$ cat config.mk
export PLATFORM = sky130hd
export DESIGN_NAME = uart_rx_os
export DESIGN_NICKNAME = d
export VERILOG_FILES = /design/src/rtl/uart_pkg.sv /design/src/rtl/uart_rx_sync.sv /design/src/rtl/uart_rx_os.sv
export SDC_FILE = /design/constraint.sdc
export NUM_CORES = 1
export LEC_CHECK = 0
export ABC_CLOCK_PERIOD_IN_PS = 1800
export BUFFER_PORTS_ARGS = -buffer_cell sky130_fd_sc_hd__buf_2
export CAP_MARGIN = 15
export CORE_MARGIN = 4
export CORE_UTILIZATION = 45
export CTS_CLUSTER_DIAMETER = 200
export DETAILED_ROUTE_END_ITERATION = 12
export PLACE_DENSITY = 0.78
export SLEW_MARGIN = 40
export SYNTH_ARGS = -nofsm -noshare
export SYNTH_HDL_FRONTEND = slang
export SYNTH_SLANG_ARGS = --single-unit
$ cat constraint.sdc
create_clock -name clk -period 1.8 [get_ports clk]
set_input_delay 0.36 -clock clk [delete_from_list [all_inputs] [get_ports clk]]
set_output_delay 0.36 -clock clk [all_outputs]
set_load 0.005 [all_outputs]
$ cat src/rtl/uart_pkg.sv
// uart_pkg: shared types and constants for the oversampled UART receiver.
//   rx_state_e  - receiver FSM state encoding
//   PARITY_*    - parity-mode selector values for PARITY_O_1
//   exp_parity  - expected parity bit from the XOR-reduction of the data
package uart_pkg;

   typedef enum logic [2:0] {
      IDLE   = 3'd0,
      START  = 3'd1,
      DATA   = 3'd2,
      PARITY = 3'd3,
      STOP   = 3'd4
   } rx_state_e;

   localparam int PARITY_EVEN = 0;
   localparam int PARITY_ODD  = 1;

   // Even parity: parity bit equals the XOR of the data bits.
   // Odd parity: parity bit is the inverse of that XOR.
   function automatic logic exp_parity(input logic red_xor, input int mode);
      return (mode == PARITY_ODD) ? ~red_xor : red_xor;
   endfunction

endpackage

$ cat src/rtl/uart_rx_sync.sv
// uart_rx_sync: two-flop synchronizer for the asynchronous serial line.
//   clk     - system clock
//   arst    - asynchronous active-high reset (flops reset to line-idle 1)
//   rx_i    - raw asynchronous serial input
//   rx_s_o  - synchronized serial input
module uart_rx_sync (
   input  logic clk,
   input  logic arst,
   input  logic rx_i,
   output logic rx_s_o
);

   logic meta_q;
   logic sync_q;

   always_ff @(posedge clk or posedge arst) begin
      if (arst) begin
         meta_q <= 1'b1;
         sync_q <= 1'b1;
      end else begin
         meta_q <= rx_i;
         sync_q <= meta_q;
      end
   end

   assign rx_s_o = sync_q;

endmodule

$ cat src/rtl/uart_rx_os.sv
// uart_rx_os: UART receiver, 1 start, D_WIDTH data (LSB first), 1 parity,
// 1 stop bit, one bit period = CLK_FREQ_MHZ clock cycles.
//   clk        - system clock
//   arst       - asynchronous active-high reset
//   Rx         - asynchronous serial line, idle high
//   rx_ready   - consumer accepts the held frame
//   rx_valid   - a frame is held on data_out with its error flags
//   data_out   - received data word
//   parity_err - held frame failed the parity check
//   frame_err  - held frame had a 0 stop bit
//   overrun    - one-cycle pulse when a completed frame is dropped
module uart_rx_os
   import uart_pkg::*;
#(
   parameter int D_WIDTH      = 8,
   parameter int PARITY_O_1   = 0,
   parameter int CLK_FREQ_MHZ = 50
) (
   input  logic               clk,
   input  logic               arst,
   input  logic               Rx,
   input  logic               rx_ready,
   output logic               rx_valid,
   output logic [D_WIDTH-1:0] data_out,
   output logic               parity_err,
   output logic               frame_err,
   output logic               overrun
);

   localparam int CW = $clog2(CLK_FREQ_MHZ + 1);
   localparam int BW = $clog2(D_WIDTH + 1);
   localparam logic [CW-1:0] HALF_LAST = CW'(CLK_FREQ_MHZ / 2 - 1);
   localparam logic [CW-1:0] BIT_LAST  = CW'(CLK_FREQ_MHZ - 1);
   localparam logic [BW-1:0] BITS_LAST = BW'(D_WIDTH - 1);

   logic rx_s;

   uart_rx_sync u_sync (
      .clk    (clk),
      .arst   (arst),
      .rx_i   (Rx),
      .rx_s_o (rx_s)
   );

   rx_state_e          state_q, state_d;
   logic [CW-1:0]      cnt_q, cnt_d;
   logic [BW-1:0]      bits_q, bits_d;
   logic [D_WIDTH-1:0] shift_q, shift_d;
   logic               perr_q, perr_d;       // parity result of the frame in flight
   logic               rx_prev_q;
   logic               valid_q, valid_d;
   logic [D_WIDTH-1:0] dout_q, dout_d;
   logic               pe_q, pe_d;
   logic               fe_q, fe_d;
   logic               ovr_q, ovr_d;
   logic               frame_done;
   logic               frame_ferr;

   // Falling edge only: a line held low after a bad stop bit never restarts.
   wire fall = rx_prev_q & ~rx_s;

   always_ff @(posedge clk or posedge arst) begin
      if (arst) begin
         state_q   <= IDLE;
         cnt_q     <= '0;
         bits_q    <= '0;
         shift_q   <= '0;
         perr_q    <= 1'b0;
         rx_prev_q <= 1'b1;
         valid_q   <= 1'b0;
         dout_q    <= '0;
         pe_q      <= 1'b0;
         fe_q      <= 1'b0;
         ovr_q     <= 1'b0;
      end else begin
         state_q   <= state_d;
         cnt_q     <= cnt_d;
         bits_q    <= bits_d;
         shift_q   <= shift_d;
         perr_q    <= perr_d;
         rx_prev_q <= rx_s;
         valid_q   <= valid_d;
         dout_q    <= dout_d;
         pe_q      <= pe_d;
         fe_q      <= fe_d;
         ovr_q     <= ovr_d;
      end
   end

   always_comb begin
      state_d    = state_q;
      cnt_d      = cnt_q + 1'b1;
      bits_d     = bits_q;
      shift_d    = shift_q;
      perr_d     = perr_q;
      frame_done = 1'b0;
      frame_ferr = 1'b0;

      case (state_q)
         IDLE: begin
            cnt_d  = '0;
            bits_d = '0;
            if (fall) state_d = START;
         end
         START: begin
            // Mid-start-bit recheck rejects glitches shorter than half a bit.
            if (cnt_q == HALF_LAST) begin
               cnt_d   = '0;
               state_d = rx_s ? IDLE : DATA;
            end
         end
         DATA: begin
            if (cnt_q == BIT_LAST) begin
               cnt_d              = '0;
               shift_d            = shift_q >> 1;
               shift_d[D_WIDTH-1] = rx_s;
               bits_d             = bits_q + 1'b1;
               if (bits_q == BITS_LAST) state_d = PARITY;
            end
         end
         PARITY: begin
            if (cnt_q == BIT_LAST) begin
               cnt_d   = '0;
               perr_d  = rx_s != exp_parity(^shift_q, PARITY_O_1);
               state_d = STOP;
            end
         end
         STOP: begin
            if (cnt_q == BIT_LAST) begin
               cnt_d      = '0;
               frame_done = 1'b1;
               frame_ferr = ~rx_s;
               state_d    = IDLE;
            end
         end
         default: state_d = IDLE;
      endcase
   end

   // Output holding register: a completed frame loads when the slot is
   // empty or being accepted this cycle; otherwise it is dropped.
   always_comb begin
      valid_d = valid_q;
      dout_d  = dout_q;
      pe_d    = pe_q;
      fe_d    = fe_q;
      ovr_d   = 1'b0;

      if (frame_done) begin
         if (!valid_q || rx_ready) begin
            valid_d = 1'b1;
            dout_d  = shift_q;
            pe_d    = perr_q;
            fe_d    = frame_ferr;
         end else begin
            ovr_d = 1'b1;
         end
      end else if (valid_q && rx_ready) begin
         valid_d = 1'b0;
      end
   end

   assign rx_valid   = valid_q;
   assign data_out   = dout_q;
   assign parity_err = pe_q;
   assign frame_err  = fe_q;
   assign overrun    = ovr_q;

endmodule

# Yosys cells after proc, flatten, opt, wreduce, memory -nomap -nowiden

Cells that the tools add are included.

Bits in registers: 37
Output and inout port bits: 12
Word-level logic and storage cells: 68
Input port bits: 4

Multiplexer cells: 22
Bitwise gates (word level): 2
$add $sub $neg: 2
Equal/unequal tests: 15
Reductions and logical operators: 14

Operators by type and width:

| cell                  | count |
|---|---|
| $mux W3               | 6 |
| $pmux W6 S3           | 1 |
| $pmux W3 S5           | 1 |
| $mux W6               | 2 |
| $ne A2 B2 Y1 const B  | 6 |
| $reduce_and A2 Y1     | 5 |
| $mux W1               | 9 |
| $pmux W4 S2           | 1 |
| $reduce_xor A8 Y1     | 1 |
| $add A6 B1 Y6 const B | 1 |
| $eq A3 B2 Y1 const B  | 2 |
| $eq A6 B5 Y1 const B  | 1 |
| $eq A6 B6 Y1 const B  | 1 |
| $reduce_and A6 Y1     | 1 |
| $add A4 B1 Y4 const B | 1 |
| $eq A4 B3 Y1 const B  | 1 |
| $mux W4               | 1 |
| $reduce_bool A2 Y1    | 2 |
| $eq A3 B1 Y1 const B  | 1 |
| $eq A3 B3 Y1 const B  | 1 |
| $logic_not A3 Y1      | 1 |
| $reduce_or A3 Y1      | 1 |
| $mux W2               | 1 |
| $ne A2 B1 Y1 const B  | 1 |
| other kinds (6)       | 6 |

# Longest topological paths before layout

Depth after elaboration: 5
Depth in mapped cells: 7
Mapped depth without buffers: 6

# Modules after synthesis

A second synthesis with hierarchy kept.

Cells, all modules: 131
Area, all modules: 1655.3 um2

Modules (own cells, without submodules):

| module       | instances | area each (um2) | seq. area each (um2) | cells each |
|---|---|---|---|---|
| uart_rx_os   | 1         | 1599.0          | 877.1                | 128 |
| uart_rx_sync | 1         | 56.3            | 52.6                 | 3 |

# Least setup slack after synthesis

Ideal clock, no wire load.

Path kind: register to register
Start: register cnt_q[1]
End: register dout_q[0] (netlist: data_out[0])
Library setup time: 125 ps
Required time: 1675 ps
Arrival: 1581 ps
Cell stages (with the launch flop): 8
Path slack: 95 ps
Buffers on the path: 1
Clock period less this slack: 1705 ps
Path through: dfrtp_1 -> inv_1 -> ha_1 -> and4b_2 -> nand4_1 -> nor2b_1 -> buf_4 -> mux2_2

Word-level cells in the longest chain between the ends: 4

Ends and longest elaborated chain:

| item                               | line              | RTL |
|---|---|---|
| start, declared                    | uart_rx_os.sv:46  | `logic [CW-1:0] cnt_q, cnt_d;` |
| start signal, assigned             | uart_rx_os.sv:77  | `cnt_q <= cnt_d;` |
| $eq A6 B6 Y1                       | uart_rx_os.sv:129 | `if (cnt_q == BIT_LAST) begin` |
| $mux W1                            | uart_rx_os.sv:129 |  |
| $mux W1                            | uart_rx_os.sv:99  | `case (state_q)` |
| $reduce_and A2 Y1 (no source line) | n/a               |  |
| end signal, assigned               | uart_rx_os.sv:83  | `dout_q <= dout_d;` |
| end, declared                      | uart_rx_os.sv:52  | `logic [D_WIDTH-1:0] dout_q, dout_d;` |

No other way between the ends.
A chain may end at the register's enable or synchronous reset.

# Worst setup path after layout

Start: register cnt_q[1]
End: register dout_q[1] (netlist: data_out[1])

The elaborated chain is that of the path after synthesis.

==> summary.md <==
| Metric | Value |
|---|---|
| Status | `completed` |
| Min-delay worst type | `input pin to async pin` |
| Worst vdd ir | `approximately 460 uV` |
| Die W | `just under 70 um` |
| Vias in the first global route | `1,106` |
| Die height | `68.6 um` |
| Avg Inst Size Synth | `approximately 13 um^2` |
| Yosys cell types | `37` |
| Final Hold Vio Count | `0` |
| Layout Utilization | `58.5%` |
| #FFs+latches synth | `37` |
| Register-to-Register Setup Slack | `roughly 27 ps` |
| Unrepaired setup endpoints after global routing | `yes` |
| Worst Setup Start Kind | `flop` |
| Sequential-to-total area share from yosys stat | `about 56%` |
| Skew final | `a little over 5 ps` |
| Main synth FF type | `dfrtp_1` |
| Worst Path Buf+Inv | `2` |
| CTS max path bufs | `2` |
| Die ar. | `about 4700 um^2` |
| Final Critical Period | `between 1500 and 2000 ps` |
| Power Density | `approximately 950 nW/um^2` |
| # hold bufs at CTS | `0` |
| Clock sink count | `37` |
| Initial cell density of the core | `around half` |
| CTS clk-pin slew, worst paths | `around 70 ps` |
| GRT Util Overall | `~15%` |
| CP max FO | `5` |
| Core ar. | `around 3400 um^2` |
| Crit path largest cell delay | `approximately 390 ps` |
| Largest net degree at the start of global routing | `38` |
| Total congestion overflow | `0` |
| Peak Freq | `564 MHz` |
| Crit path cell chain | `inv_2 > ha_1 > and4b_2 > nand4_1 > nor2b_2 > buf_6 > mux2_4` |
| Wire length per cell | `~15 um` |
| Number of diodes | `0` |
| Via count | `approximately 1.1k` |
| Layout Nets | `~170` |
| Largest delay share family, worst path | `simple AND/OR/NAND/NOR gates` |
| Slew Viols, Final | `0` |
| Period utilization | `98.5%` |
| Non-Filler Instances | `211` |
| Rows | `21` |
| Pleak | `around 0.0010 uW` |
| First-pass GRT wire length | `around 5 mm` |
| Post-detail-place hpwl | `2.20 mm` |
| Vias per cell | `just over 5` |
| Filler cells | `between 200 and 300` |
| Slew @ Worst Pin | `between 400 and 500 ps` |
| Synth Instances | `130` |
| Placed cells | `about 200` |
| Syn_nets | `between 100 and 150` |
| Initial antenna violation count | `0` |
| Slew Limit Headroom | `69.7%` |
| H-tree level count | `2` |
| Critical path endpoint category | `flop` |
| Layout area overhead | `21.6%` |
| CTS tree | `done` |
| GPL Wtd Cong | `0.824` |
| Synth Warn # | `0` |
| Max_cap viols | `0` |
| WP data arrival | `1950 ps` |
| Synthesized area | `between 1500 and 2000 um^2` |
| Root buffer cell | `clkbuf_8` |
| CTS Buf Count | `5` |
| WS Path Type | `flop to flop` |
| Detailed-route DRC error count | `0` |
| Final setup viols | `0` |
| Layout cells sized above 1 | `~40%` |
| Buffers added on ports | `15` |
| Post-DRT Antenna Nets | `0` |
| Clk Latency, worst-skew pair | `approximately 290 ps` |
| CP required | `slightly below 2000 ps` |
| DR pass1 iterations | `4` |
| Post-synth EDFFs | `0` |
| Fraction of registers with async set/reset | `100%` |
| IO Pins | `16` |
| Slowest CP cell | `dfrtp_1` |
| 1st-iter DRT viols | `62` |
| Design Power | `roughly 1900 uW` |
| Post-Route WL | `approximately 3.1 mm` |
## path summary, 6_finish.rpt
kind	from	end	cells after the start
worst max-delay path	cnt_q[1]$_DFF_PP0_	data_out[1]$_DFFE_PP0P_	7
worst min-delay path	arst	data_out[0]$_DFFE_PP0P_	3
worst max register to register	cnt_q[1]$_DFF_PP0_	data_out[1]$_DFFE_PP0P_	7
worst min register to register	u_sync.meta_q$_DFF_PP1_	u_sync.rx_s_o$_DFF_PP1_	0
max in group asynchronous	arst	rx_prev_q$_DFF_PP1_	3
min in group clk	Rx	u_sync.meta_q$_DFF_PP1_	1
## Yosys cell counts (3+ instances only)
cell type	count	area, um^2
a21oi_1	3	15.0
dfstp_2	3	78.8
nor2_1	3	11.3
xor2_1	3	26.3
xnor2_1	7	61.3
o21ai_0	3	15.0
nand2_1	4	15.0
nor3_1	6	30.0
mux2_2	17	191
inv_1	8	30.0
ha_1	4	50.1
nand3_1	6	30.0
dfrtp_1	34	851
## per-layer routing
layer  GRT usage, %  wire [um]
met5              0          0
met4           10.4         91
met3           4.54        117
met2           23.0       1470
met1           18.5       1450
## power breakdown
group / switching [uW] / internal (uW)
registers: 52.8 / 901
clock network: 287 / 268
logic: 197 / 196
## flip-flops by register name, summed over array words and instances, names as in the netlist, 3 cells and up
| signal | cells |
|---|---|
| data_out | 8 |
| shift_q | 8 |
| cnt_q | 6 |
| bits_q | 4 |
| state_q | 3 |
## repair_timing
action / CTS / global route
setup buffers: 1 / 2
cloned: 0 / 1
endpoints found under the hold margin: 0 / 0
gates resized for setup: 0 / 16
pin swaps: 0 / 0
setup endpoints to repair: 9 / 20
## logic make-up after synthesis
kind of cell	count (synthesis)	synth area share, %
compound gates	13	5.07
xor+xnor	11	6.66
fa+ha+maj	4	3.03
buf+inv	11	2.87
flops	37	56.2
mux	20	13.7
simple gates	34	12.5
## layout by cell type (no fill, tap or decap), types with 2 or more instances in the layout
| master | instances |
|---|---|
| nand2b_1 | 2 |
| buf_6 | 3 |
| nor3_1 | 6 |
| or3_1 | 2 |
| a31oi_1 | 2 |
| buf_4 | 12 |
| nand3_1 | 6 |
| mux2_2 | 8 |
| inv_1 | 7 |
| clkbuf_8 | 5 |
| o21ai_0 | 3 |
| nand2_1 | 4 |
| clkinv_2 | 2 |
| mux2_4 | 10 |
| ha_1 | 4 |
| xor2_1 | 3 |
| a21oi_1 | 3 |
| nor2_1 | 3 |
| or2_2 | 2 |
| buf_2 | 15 |
| dfstp_2 | 3 |
| dfrtp_1 | 34 |
| xnor2_1 | 7 |
| mux2i_1 | 2 |
## final cells by class
cell class / instances / area, um^2 / share of cell area [%]
Multi-Input combinational cell: 82 / 713 / 35.4
Clock inverter: 2 / 10.0 / 0.498
Inverter: 8 / 30.0 / 1.49
Tap cell: 46 / 57.6 / 2.86
Sequential cell: 37 / 930 / 46.2
Timing Repair Buffer: 30 / 199 / 9.89
Clock buffer: 6 / 72.6 / 3.61
## worst reg2reg max path: cells and delay by family, from the launching register on
kind	cells	cell delay (ps)
buf+inv	2	220
flops	1	390
simple gates	3	620
mux	1	310
fa+ha+maj	1	120
## through the flow
stage	hold WS, ps	cell area [um^2]	setup TNS, ps	setup slack, ps
after floorplan	345	1650	0	94.6
after global placement	348	1850	0	25.0
after detailed placement	349	1850	-125	-24.3
after CTS	152	1940	-123	-23.0
after global routing	147	2010	-451	-55.9
final	166	2010	0	26.7
Note: power is estimated with default switching activity, not from simulation.
